--- config.mk ---
export PLATFORM = sky130hd
export DESIGN_NAME = tts_pipe
export DESIGN_NICKNAME = d
export VERILOG_FILES = /design/src/rtl/tts_pipe.sv
export SDC_FILE = /design/constraint.sdc
export NUM_CORES = 1
export LEC_CHECK = 0
export BUFFER_PORTS_ARGS = -buffer_cell sky130_fd_sc_hd__buf_2
export CAP_MARGIN = 5
export CORE_AREA = 2 2 235 237
export DETAILED_ROUTE_END_ITERATION = 8
export DIE_AREA = 0 0 237 239
export MAX_ROUTING_LAYER = met4
export PLACE_DENSITY = 0.54
export SYNTH_ARGS = -nofsm -noshare
export SYNTH_HDL_FRONTEND = slang
export SYNTH_SLANG_ARGS = --single-unit
--- constraint.sdc ---
create_clock -name clk -period 9.7 [get_ports clk]
set_input_delay 1.455 -clock clk [delete_from_list [all_inputs] [get_ports clk]]
set_output_delay 1.455 -clock clk [all_outputs]
set_load 0.02 [all_outputs]
--- src/rtl/tts_pipe.sv ---
// Tick-to-trade strategy pipe: symbol lookup in a packed slot RAM, strategy fetch,
// side-dependent price/volume compare, and order emission with backpressure.
module tts_pipe #(
  parameter int SLOTS   = 4,
  parameter int SLOT_W  = 16,
  parameter int SADDR_W = 14,
  parameter int IDX_W   = 14,
  parameter int PRICE_W = 64,
  parameter int VOL_W   = 32,
  parameter int ORDER_W = 128,
  parameter int RAM_LAT = 1,
  localparam int SLOT_BITS = $clog2(SLOTS),
  localparam int SYM_ID_W  = SADDR_W + SLOT_BITS,
  localparam int TMPL_W    = ORDER_W - PRICE_W - VOL_W - 1,
  localparam int STRAT_W   = TMPL_W + PRICE_W + VOL_W
) (
  input  logic                      clk,
  input  logic                      reset_n,
  input  logic                      cfg_en,
  input  logic                      cnt_clr,
  input  logic                      msg_valid,
  output logic                      msg_ready,
  input  logic [SYM_ID_W-1:0]       msg_sym_id,
  input  logic [PRICE_W-1:0]        msg_price,
  input  logic [VOL_W-1:0]          msg_vol,
  input  logic                      msg_side,
  output logic                      srd_en,
  output logic [SADDR_W-1:0]        srd_addr,
  input  logic [SLOTS*SLOT_W-1:0]   srd_data,
  output logic                      trd_en,
  output logic [IDX_W-1:0]          trd_addr,
  input  logic [STRAT_W-1:0]        trd_data,
  output logic                      ord_valid,
  input  logic                      ord_ready,
  output logic [ORDER_W-1:0]        ord_data,
  output logic [31:0]               cnt_msg,
  output logic [31:0]               cnt_ord,
  output logic [31:0]               cnt_miss,
  output logic [31:0]               cnt_nohit
);

  typedef enum logic [2:0] {
    S_IDLE, S_SRD, S_SWAIT, S_TRD, S_TWAIT, S_CMP, S_OUT
  } state_t;

  localparam int CNT_W = (RAM_LAT > 1) ? $clog2(RAM_LAT) : 1;

  state_t               state_q, state_d;
  logic [CNT_W-1:0]     lat_cnt_q;
  logic                 lat_last;

  logic [SYM_ID_W-1:0]  sym_id_q;
  logic [PRICE_W-1:0]   price_q;
  logic [VOL_W-1:0]     vol_q;
  logic                 side_q;
  logic [IDX_W-1:0]     idx_q;
  logic [ORDER_W-1:0]   ord_data_q;

  logic                 entry_valid;
  logic [IDX_W-1:0]     entry_idx;

  logic [TMPL_W-1:0]    s_tmpl;
  logic [PRICE_W-1:0]   s_limit;
  logic [VOL_W-1:0]     s_min_vol;
  logic                 hit;

  logic                 accept, ev_miss, ev_nohit, ev_ord;

  assign lat_last = (lat_cnt_q == CNT_W'(RAM_LAT - 1));

  // Slot selection reads only the valid bit and index bits of the addressed entry.
  generate
    if (SLOT_BITS > 0) begin : g_multi_slot
      logic [SLOT_BITS-1:0] slot_sel;
      assign slot_sel    = sym_id_q[SLOT_BITS-1:0];
      assign entry_valid = srd_data[int'(slot_sel) * SLOT_W + SLOT_W - 1];
      assign entry_idx   = srd_data[int'(slot_sel) * SLOT_W +: IDX_W];
    end else begin : g_single_slot
      assign entry_valid = srd_data[SLOT_W-1];
      assign entry_idx   = srd_data[IDX_W-1:0];
    end
  endgenerate

  assign s_tmpl    = trd_data[STRAT_W-1 -: TMPL_W];
  assign s_limit   = trd_data[VOL_W +: PRICE_W];
  assign s_min_vol = trd_data[VOL_W-1:0];

  assign hit = (side_q ? (price_q >= s_limit) : (price_q <= s_limit)) &&
               (vol_q >= s_min_vol);

  assign srd_addr = sym_id_q[SYM_ID_W-1:SLOT_BITS];
  assign trd_addr = idx_q;
  assign ord_data = ord_data_q;

  // NOTE: sequential state uses non-blocking assignments so every register samples
  // pre-edge values; blocking here would create order-dependent simulation races.
  always_ff @(posedge clk) begin
    if (!reset_n) state_q <= S_IDLE;
    else          state_q <= state_d;
  end

  // NOTE: every output of this block gets a default first, so no path leaves a
  // signal unassigned and no latch is inferred.
  always_comb begin
    state_d   = state_q;
    msg_ready = 1'b0;
    srd_en    = 1'b0;
    trd_en    = 1'b0;
    ord_valid = 1'b0;
    accept    = 1'b0;
    ev_miss   = 1'b0;
    ev_nohit  = 1'b0;
    ev_ord    = 1'b0;
    case (state_q)
      S_IDLE: begin
        msg_ready = cfg_en;
        if (msg_valid && cfg_en) begin
          accept  = 1'b1;
          state_d = S_SRD;
        end
      end
      S_SRD: begin
        srd_en  = 1'b1;
        state_d = S_SWAIT;
      end
      S_SWAIT: begin
        if (lat_last) begin
          if (entry_valid) begin
            state_d = S_TRD;
          end else begin
            ev_miss = 1'b1;
            state_d = S_IDLE;
          end
        end
      end
      S_TRD: begin
        trd_en  = 1'b1;
        // Strategy data is consumed in CMP, so only RAM_LAT-1 pure wait cycles remain.
        state_d = (RAM_LAT > 1) ? S_TWAIT : S_CMP;
      end
      S_TWAIT: begin
        if (lat_last) state_d = S_CMP;
      end
      S_CMP: begin
        if (hit) begin
          state_d = S_OUT;
        end else begin
          ev_nohit = 1'b1;
          state_d  = S_IDLE;
        end
      end
      S_OUT: begin
        ord_valid = 1'b1;
        if (ord_ready) begin
          ev_ord  = 1'b1;
          state_d = S_IDLE;
        end
      end
      default: state_d = S_IDLE;
    endcase
  end

  // Wait counter: SWAIT counts 0..RAM_LAT-1, TWAIT counts 1..RAM_LAT-1.
  always_ff @(posedge clk) begin
    if (!reset_n)                lat_cnt_q <= '0;
    else if (state_q == S_SRD)   lat_cnt_q <= '0;
    else if (state_q == S_TRD)   lat_cnt_q <= CNT_W'(1);
    else                         lat_cnt_q <= lat_cnt_q + CNT_W'(1);
  end

  // NOTE: datapath registers are reset as well so all outputs read zero after reset;
  // the cost is small because there is no array storage in this block.
  always_ff @(posedge clk) begin
    if (!reset_n) begin
      sym_id_q   <= '0;
      price_q    <= '0;
      vol_q      <= '0;
      side_q     <= 1'b0;
      idx_q      <= '0;
      ord_data_q <= '0;
    end else begin
      if (accept) begin
        sym_id_q <= msg_sym_id;
        price_q  <= msg_price;
        vol_q    <= msg_vol;
        side_q   <= msg_side;
      end
      if (state_q == S_SWAIT && lat_last) idx_q <= entry_idx;
      if (state_q == S_CMP && hit)         ord_data_q <= {s_tmpl, side_q, price_q, vol_q};
    end
  end

  function automatic logic [31:0] sat_inc(input logic [31:0] v);
    return (v == 32'hFFFF_FFFF) ? v : v + 32'd1;
  endfunction

  always_ff @(posedge clk) begin
    if (!reset_n || cnt_clr) begin
      cnt_msg   <= '0;
      cnt_ord   <= '0;
      cnt_miss  <= '0;
      cnt_nohit <= '0;
    end else begin
      if (accept)   cnt_msg   <= sat_inc(cnt_msg);
      if (ev_ord)   cnt_ord   <= sat_inc(cnt_ord);
      if (ev_miss)  cnt_miss  <= sat_inc(cnt_miss);
      if (ev_nohit) cnt_nohit <= sat_inc(cnt_nohit);
    end
  end

endmodule

# [Word-level counts from Yosys, hierarchy flattened]
# Index checks and enable logic that the tools add are counted.
[word_totals] reg_bits=387 input_bits=310 output_inout_bits=288
[classes] addsub=7 magnitude_cmp=4 eq_ne=14 shifts=1 muxes=25 bitwise_logic=6 n_reduce_logical=13
[op_table] op="$add 32x1->32 const B" count=4
[op_table] op="$eq 32x32->1 const B" count=4
[op_table] op="$ge 64x64->1" count=1
[op_table] op="$le 64x64->1" count=1
[op_table] op="$shiftx 64x7->14" count=1
[op_table] op="$ge 32x32->1" count=1
[op_table] op="$pmux 3 s7" count=1
[op_table] op="$mux 1" count=17
[op_table] op="$mux 3" count=5
[op_table] op="$eq 3x3->1 const B" count=3
[op_table] op="$lt 8x8->1 const B" count=1
[op_table] op="$ne 2x2->1 const B" count=4
[op_table] op="$reduce_and 2->1" count=4
[op_table] op="$sub 7x1->8 const B" count=1
[op_table] op="$add 6x5->7 const B" count=1
[op_table] op="$bmux 1 s6" count=1
[op_table] op="$eq 3x2->1 const B" count=2
[op_table] op="$not 1->1" count=6
[op_table] op="$logic_and 1x1->1" count=4
[op_table] op="$reduce_and 4->1" count=1
[op_table] op="$eq 3x1->1 const B" count=1
[op_table] op="$logic_not 3->1" count=1
[op_table] op="$mux 2" count=1
[op_table] op="$reduce_or 2->1" count=1
[op_table] op="other kinds (3)" count=3

# [Longest topological paths before layout]
[depth] depth_word=9 mapped_depth=15 ltp_nobuf=11

# [Least setup slack after synthesis]
# OpenSTA, ideal clock, no wires.
[synth_path] path_kind="input to register" from="input port trd_data[93]" to="register cnt_nohit[27]" arrival_ns=4.123 slack_ns=5.506 stages=12 path_cell_list="inv_1 -> ha_1 -> nand4_2 -> or4_4 -> nor4_4 -> a21boi_2 -> a31oi_1 -> or2_0 -> o2111a_2 -> buf_6 -> or4_1 -> a21oi_1"
[synth_via] elab_chain_len=6 elab_cells_between_ends=7
[synth_lines] item="start, declared" line_no="32" text="input logic [STRAT_W-1:0] trd_data,"
[synth_lines] item="$le 64x64->1 or $ge 64x64->1 (tied branches)" line_no="88" text="assign hit = (side_q ? (price_q >= s_limit) : (price_q <= s_limit)) &&"
[synth_lines] item="$mux 1 *" line_no="88"
[synth_lines] item="$logic_and 1x1->1 *" line_no="88"
[synth_lines] item="$mux 1 *" line_no="145" text="if (hit) begin"
[synth_lines] item="$mux 1 *" line_no="114" text="case (state_q)"
[synth_lines] item="$reduce_and 2->1 (no line) *"
[synth_lines] item="end signal, assigned" line_no="207" text="if (ev_nohit) cnt_nohit <= sat_inc(cnt_nohit);"
[synth_lines] item="end, declared" line_no="39" text="output logic [31:0] cnt_nohit"
# Mark *: on every way between the ends. The rest lies on a longest branch, timed or not.
# A chain may end at the register's enable or synchronous reset.

# [Worst setup path after layout]
[layout_path] from="input port trd_data[93]" to="register ord_data_q[125] (netlist: ord_data[125])"
[layout_via] elab_chain_len=4 elab_cells_between_ends=5
[layout_lines] item="$le 64x64->1 or $ge 64x64->1 (tied branches)" line_no="88"
[layout_lines] item="$mux 1 *" line_no="88"
[layout_lines] item="$logic_and 1x1->1 *" line_no="88"
[layout_lines] item="$logic_and 1x1->1 *" line_no="189" text="if (state_q == S_CMP && hit) ord_data_q <= {s_tmpl, side_q, price_q, vol_q};"
[layout_lines] item="end signal, assigned" line_no="189"
[layout_lines] item="end, declared" line_no="57" text="logic [ORDER_W-1:0] ord_data_q;"
# Marked as above.

==> run_summary.xml <==
<?xml version="1.0" encoding="UTF-8"?>
<metrics>
  <group name="setup_path">
    <metric name="worst-path-max-fanout" unit="">96</metric>
    <metric name="r2r_slack" unit="ns">5.13</metric>
    <metric name="startpoint_type" unit="">primary input</metric>
    <metric name="critPathKind" unit="">in2reg</metric>
    <metric name="crit_required" unit="ns">10.10</metric>
    <metric name="worstSetupEndpointType" unit="">flip-flop</metric>
    <metric name="worst-endpoint-arrival" unit="ns">5.63</metric>
    <metric name="worst_r2r_path_depth" unit="">11</metric>
  </group>
  <group name="floorplanning">
    <metric name="io-pin-count" unit="">598</metric>
    <metric name="die_y_extent" unit="um">239</metric>
    <metric name="dieWidth" unit="um">237</metric>
    <metric name="initial_core_util" unit="%">33.2</metric>
    <metric name="std_cell_rows" unit="">86</metric>
    <metric name="die_area" unit="um2">56600</metric>
    <metric name="design.core.area" unit="um2">54300</metric>
  </group>
  <group name="sta">
    <metric name="timing.final.setup_violations" unit="">0</metric>
    <metric name="hold_ws" unit="ns">0.450</metric>
    <metric name="timing_hold_violations_final" unit="">0</metric>
    <metric name="worst_slew_pin_slew" unit="ns">1.13</metric>
    <metric name="worst_slack" unit="ns">4.47</metric>
    <metric name="slew-limit-headroom" unit="%">24.4</metric>
    <metric name="setup_total_negative_slack" unit="ns">0</metric>
    <metric name="finalClockSkew" unit="ns">0.00916</metric>
    <metric name="grt_setup_unrepaired" unit="">false</metric>
    <metric name="timing_max_transition_violations_final" unit="">0</metric>
    <metric name="timing.final.crit_period" unit="ns">5.23</metric>
    <metric name="final_min_period_over_clock_period" unit="%">53.9</metric>
    <metric name="achievable-frequency" unit="MHz">191</metric>
  </group>
  <group name="clocking">
    <metric name="worstSkewPairLatency" unit="ns">0.57</metric>
    <metric name="post_cts_resized" unit="">0</metric>
    <metric name="htreeDepth" unit="">2</metric>
    <metric name="clk_transition_reported_paths" unit="ns">0.06</metric>
    <metric name="cts_tree" unit="">built</metric>
    <metric name="clock-sinks" unit="">387</metric>
    <metric name="max-clock-path-buffers" unit="">3</metric>
    <metric name="cts_made_buffers" unit="">46</metric>
    <metric name="clockRootBuffer" unit="">sky130_fd_sc_hd__clkbuf_16</metric>
    <metric name="postCtsSetupRepairBufs" unit="">0</metric>
    <metric name="cts_hold_buffers" unit="">0</metric>
  </group>
  <group name="job">
    <metric name="max_cap_viol_count" unit="">0</metric>
  </group>
  <group name="global_route">
    <metric name="globalRouteTotalUtil" unit="%">21.5</metric>
    <metric name="number_of_global_route_vias_before_repair" unit="">16900</metric>
    <metric name="overflow" unit="">0</metric>
    <metric name="grt_pass1_wl" unit="um">93600</metric>
    <metric name="antenna_found_initial" unit="">20</metric>
    <metric name="largest_net_degree_at_the_start_of_global_routing" unit="">112</metric>
  </group>
  <group name="routing">
    <metric name="remaining_drc_errors" unit="">0</metric>
    <metric name="dr_wl_cell" unit="um">17.5</metric>
    <metric name="ant_nets" unit="">0</metric>
    <metric name="detailedRoute.firstPassIterationCount" unit="">5</metric>
    <metric name="drt_first_iter_violations" unit="">816</metric>
    <metric name="via_count" unit="">17600</metric>
    <metric name="detail_route.wirelength" unit="um">61500</metric>
    <metric name="vias_per_cell" unit="">5.01</metric>
  </group>
  <group name="synth">
    <metric name="mapped_area" unit="um2">18000</metric>
    <metric name="syn-instance-count" unit="">2248</metric>
    <metric name="yosysTopAreaCellShare" unit="%">43.0</metric>
    <metric name="yosys_warnings" unit="">0</metric>
    <metric name="ys_types" unit="">61</metric>
    <metric name="postSynthAreaPerCell" unit="um2">8.01</metric>
    <metric name="number_of_flops_mapped_to_enable_cells_by_yosys" unit="">0</metric>
    <metric name="yosysSeqAreaShare" unit="%">43.0</metric>
    <metric name="post_synthesis_cell_type_with_the_largest_combined_area" unit="">sky130_fd_sc_hd__dfxtp_1</metric>
    <metric name="ys_seq_elements" unit="">387</metric>
    <metric name="synth_area_leaders" unit="">sky130_fd_sc_hd__dfxtp_1 43%, sky130_fd_sc_hd__nand2_1 9.7%, sky130_fd_sc_hd__ha_1 6.9%</metric>
    <metric name="asyncSetResetFlopFracSynth" unit="%">0</metric>
    <metric name="synth.net_count" unit="">2658</metric>
    <metric name="top_flip_flop_cell_by_instance_count_after_synthesis" unit="">sky130_fd_sc_hd__dfxtp_1</metric>
  </group>
  <group name="run_status">
    <metric name="status" unit="">finished clean</metric>
  </group>
  <group name="place">
    <metric name="placed_cell_area" unit="um2">21400</metric>
    <metric name="io_buffers" unit="">593</metric>
    <metric name="gp_congestion" unit="">0.886</metric>
    <metric name="post_placement_worst_setup_slack" unit="ns">3.86</metric>
    <metric name="dpl.hpwl" unit="um">45600</metric>
  </group>
  <group name="pwr">
    <metric name="worst_ir_drop_vdd" unit="mV">0.129</metric>
    <metric name="power_per_cell_area" unit="nW/um2">162</metric>
    <metric name="leakage" unit="nW">9.99</metric>
  </group>
  <group name="cells_and_area">
    <metric name="share_of_post_route_cells_with_drive_strength_above_1" unit="%">25.9</metric>
    <metric name="area_growth" unit="%">27.7</metric>
    <metric name="layout.nets" unit="">3170</metric>
    <metric name="layout.cell_area.non_filler" unit="um2">23000</metric>
  </group>
  <group name="min_path">
    <metric name="hold_path_class" unit="">reg2reg</metric>
    <metric name="hold_depth" unit="">2</metric>
  </group>
</metrics>
## layer usage
| metal | wire length (um) | vias to the layer above | GRT usage (%) |
|---|---|---|---|
| li1 | - | 8755 | - |
| met1 | 25500 | 8312 | 24.8 |
| met2 | 29800 | 461 | 36.0 |
| met3 | 4700 | 88 | 6.50 |
| met4 | 1540 | 0 | 6.18 |
| met5 | 0 | - | - |
## critical path, stage by stage
cell	delay, ns
sky130_fd_sc_hd__buf_2	0.08
sky130_fd_sc_hd__inv_1	0.04
sky130_fd_sc_hd__ha_1	0.31
sky130_fd_sc_hd__nand4_2	0.16
sky130_fd_sc_hd__or4_4	0.57
sky130_fd_sc_hd__nor4_4	0.38
sky130_fd_sc_hd__a21boi_2	0.28
sky130_fd_sc_hd__a31oi_1	0.11
sky130_fd_sc_hd__and2_1	0.28
sky130_fd_sc_hd__o2111ai_4	0.48
sky130_fd_sc_hd__buf_4	0.42
sky130_fd_sc_hd__buf_4	0.75
sky130_fd_sc_hd__o21ai_0	0.22
## stage by stage
stage | std cells | power (mW) | util, %
2_1_floorplan | 2248 | 1.85 | -
6_report | 3516 | 3.74 | 42.3
3_5_place_dp | 3416 | 1.97 | 39.3
5_1_grt | 3515 | 3.89 | 42.3
4_1_cts | 3498 | 3.79 | 42.3
3_3_place_gp | 3416 | 1.96 | 39.3
## cell usage after synthesis (all sizes together), types with 11 or more instances
master	n
a21oi	213
and2	11
and3	21
and4	13
buf	38
clkbuf	108
dfxtp	387
ha	100
inv	119
mux2i	13
mux4	15
nand2	464
nand3	185
nand4	45
nor2	101
nor3	21
nor4	15
o21ai	166
o31ai	23
or2	14
or3	24
or4	22
xnor2	31
xor2	41
## sequential cells by signal, indices dropped and copies added (netlist names)
register and count:
sym_id_q 16, cnt_miss 32, cnt_ord 32, trd_addr 14, side_q 1, vol_q 32
price_q 64, cnt_msg 32, ord_data 128, lat_cnt_q 1, cnt_nohit 32, state_q 3
## layout by cell type, fill, tap and decap left out, types with 4 or more instances in the layout
cell | synthesis | routed
sky130_fd_sc_hd__nor4_1 | 14 | 14
sky130_fd_sc_hd__mux4_2 | 15 | 15
sky130_fd_sc_hd__nand2_1 | 464 | 464
sky130_fd_sc_hd__or4_1 | 21 | 21
sky130_fd_sc_hd__a21oi_1 | 213 | 213
sky130_fd_sc_hd__clkbuf_1 | 108 | 9
sky130_fd_sc_hd__buf_4 | 16 | 17
sky130_fd_sc_hd__mux2i_1 | 13 | 13
sky130_fd_sc_hd__nand4_1 | 44 | 44
sky130_fd_sc_hd__nor2b_1 | 4 | 4
sky130_fd_sc_hd__ha_1 | 100 | 100
sky130_fd_sc_hd__nor2_1 | 101 | 100
sky130_fd_sc_hd__o21ai_0 | 117 | 116
sky130_fd_sc_hd__a211oi_1 | 4 | 4
sky130_fd_sc_hd__nor3_1 | 21 | 21
sky130_fd_sc_hd__buf_2 | 9 | 592
sky130_fd_sc_hd__a2111oi_0 | 4 | 4
sky130_fd_sc_hd__o21ai_1 | 49 | 49
sky130_fd_sc_hd__and4_1 | 13 | 13
sky130_fd_sc_hd__clkbuf_8 | 0 | 15
sky130_fd_sc_hd__o31ai_1 | 23 | 23
sky130_fd_sc_hd__or2_2 | 13 | 13
sky130_fd_sc_hd__dfxtp_1 | 387 | 387
sky130_fd_sc_hd__or3_1 | 24 | 24
sky130_fd_sc_hd__clkbuf_16 | 0 | 49
sky130_fd_sc_hd__diode_2 | 0 | 18
sky130_fd_sc_hd__a21o_1 | 5 | 5
sky130_fd_sc_hd__and2_1 | 11 | 11
sky130_fd_sc_hd__xnor2_1 | 31 | 31
sky130_fd_sc_hd__xor2_1 | 41 | 41
sky130_fd_sc_hd__inv_1 | 118 | 118
sky130_fd_sc_hd__nand3_1 | 185 | 185
sky130_fd_sc_hd__and3_1 | 21 | 21
sky130_fd_sc_hd__nand2b_1 | 9 | 8
## final cells by class
class / instances / area (um2)
fillers: 5670 / 31300
multi-input cells: 1596 / 9190
flip-flops and latches: 387 / 7750
repair buffers: 610 / 3100
clock buffers: 73 / 1470
well taps: 704 / 881
inverters: 119 / 449
clock inverters: 9 / 128
diodes: 18 / 45.0
## path summary, 6_finish.rpt
kind / end / start
min reg2reg: ord_data[29] / ord_data[29]
max reg2reg: ord_data[125] / price_q[55]
min: ord_data[29] / ord_data[29]
max: ord_data[125] / trd_data[93]
## power by group
part	internal, mW	switching (mW)
registers	1.62	0.0251
logic	0.119	0.174
clock network	1.11	0.691
total	2.85	0.891
## logic make-up (layout without fill, tap and decap cells)
| logic type | Yosys count | in the layout | synth area share, % |
|---|---|---|---|
| and+or+nand+nor | 960 | 960 | 24.7 |
| AOI/OAI and AO/OA | 436 | 436 | 13.1 |
| DFF | 387 | 387 | 43.0 |
| buffers and inverters | 265 | 811 | 6.21 |
| adders and majority gates | 100 | 100 | 6.94 |
| xor gates and xnor gates | 72 | 72 | 3.50 |
| muxes | 28 | 28 | 2.60 |
| other | 0 | 18 | 0 |
(Power assumes the default switching activity.)
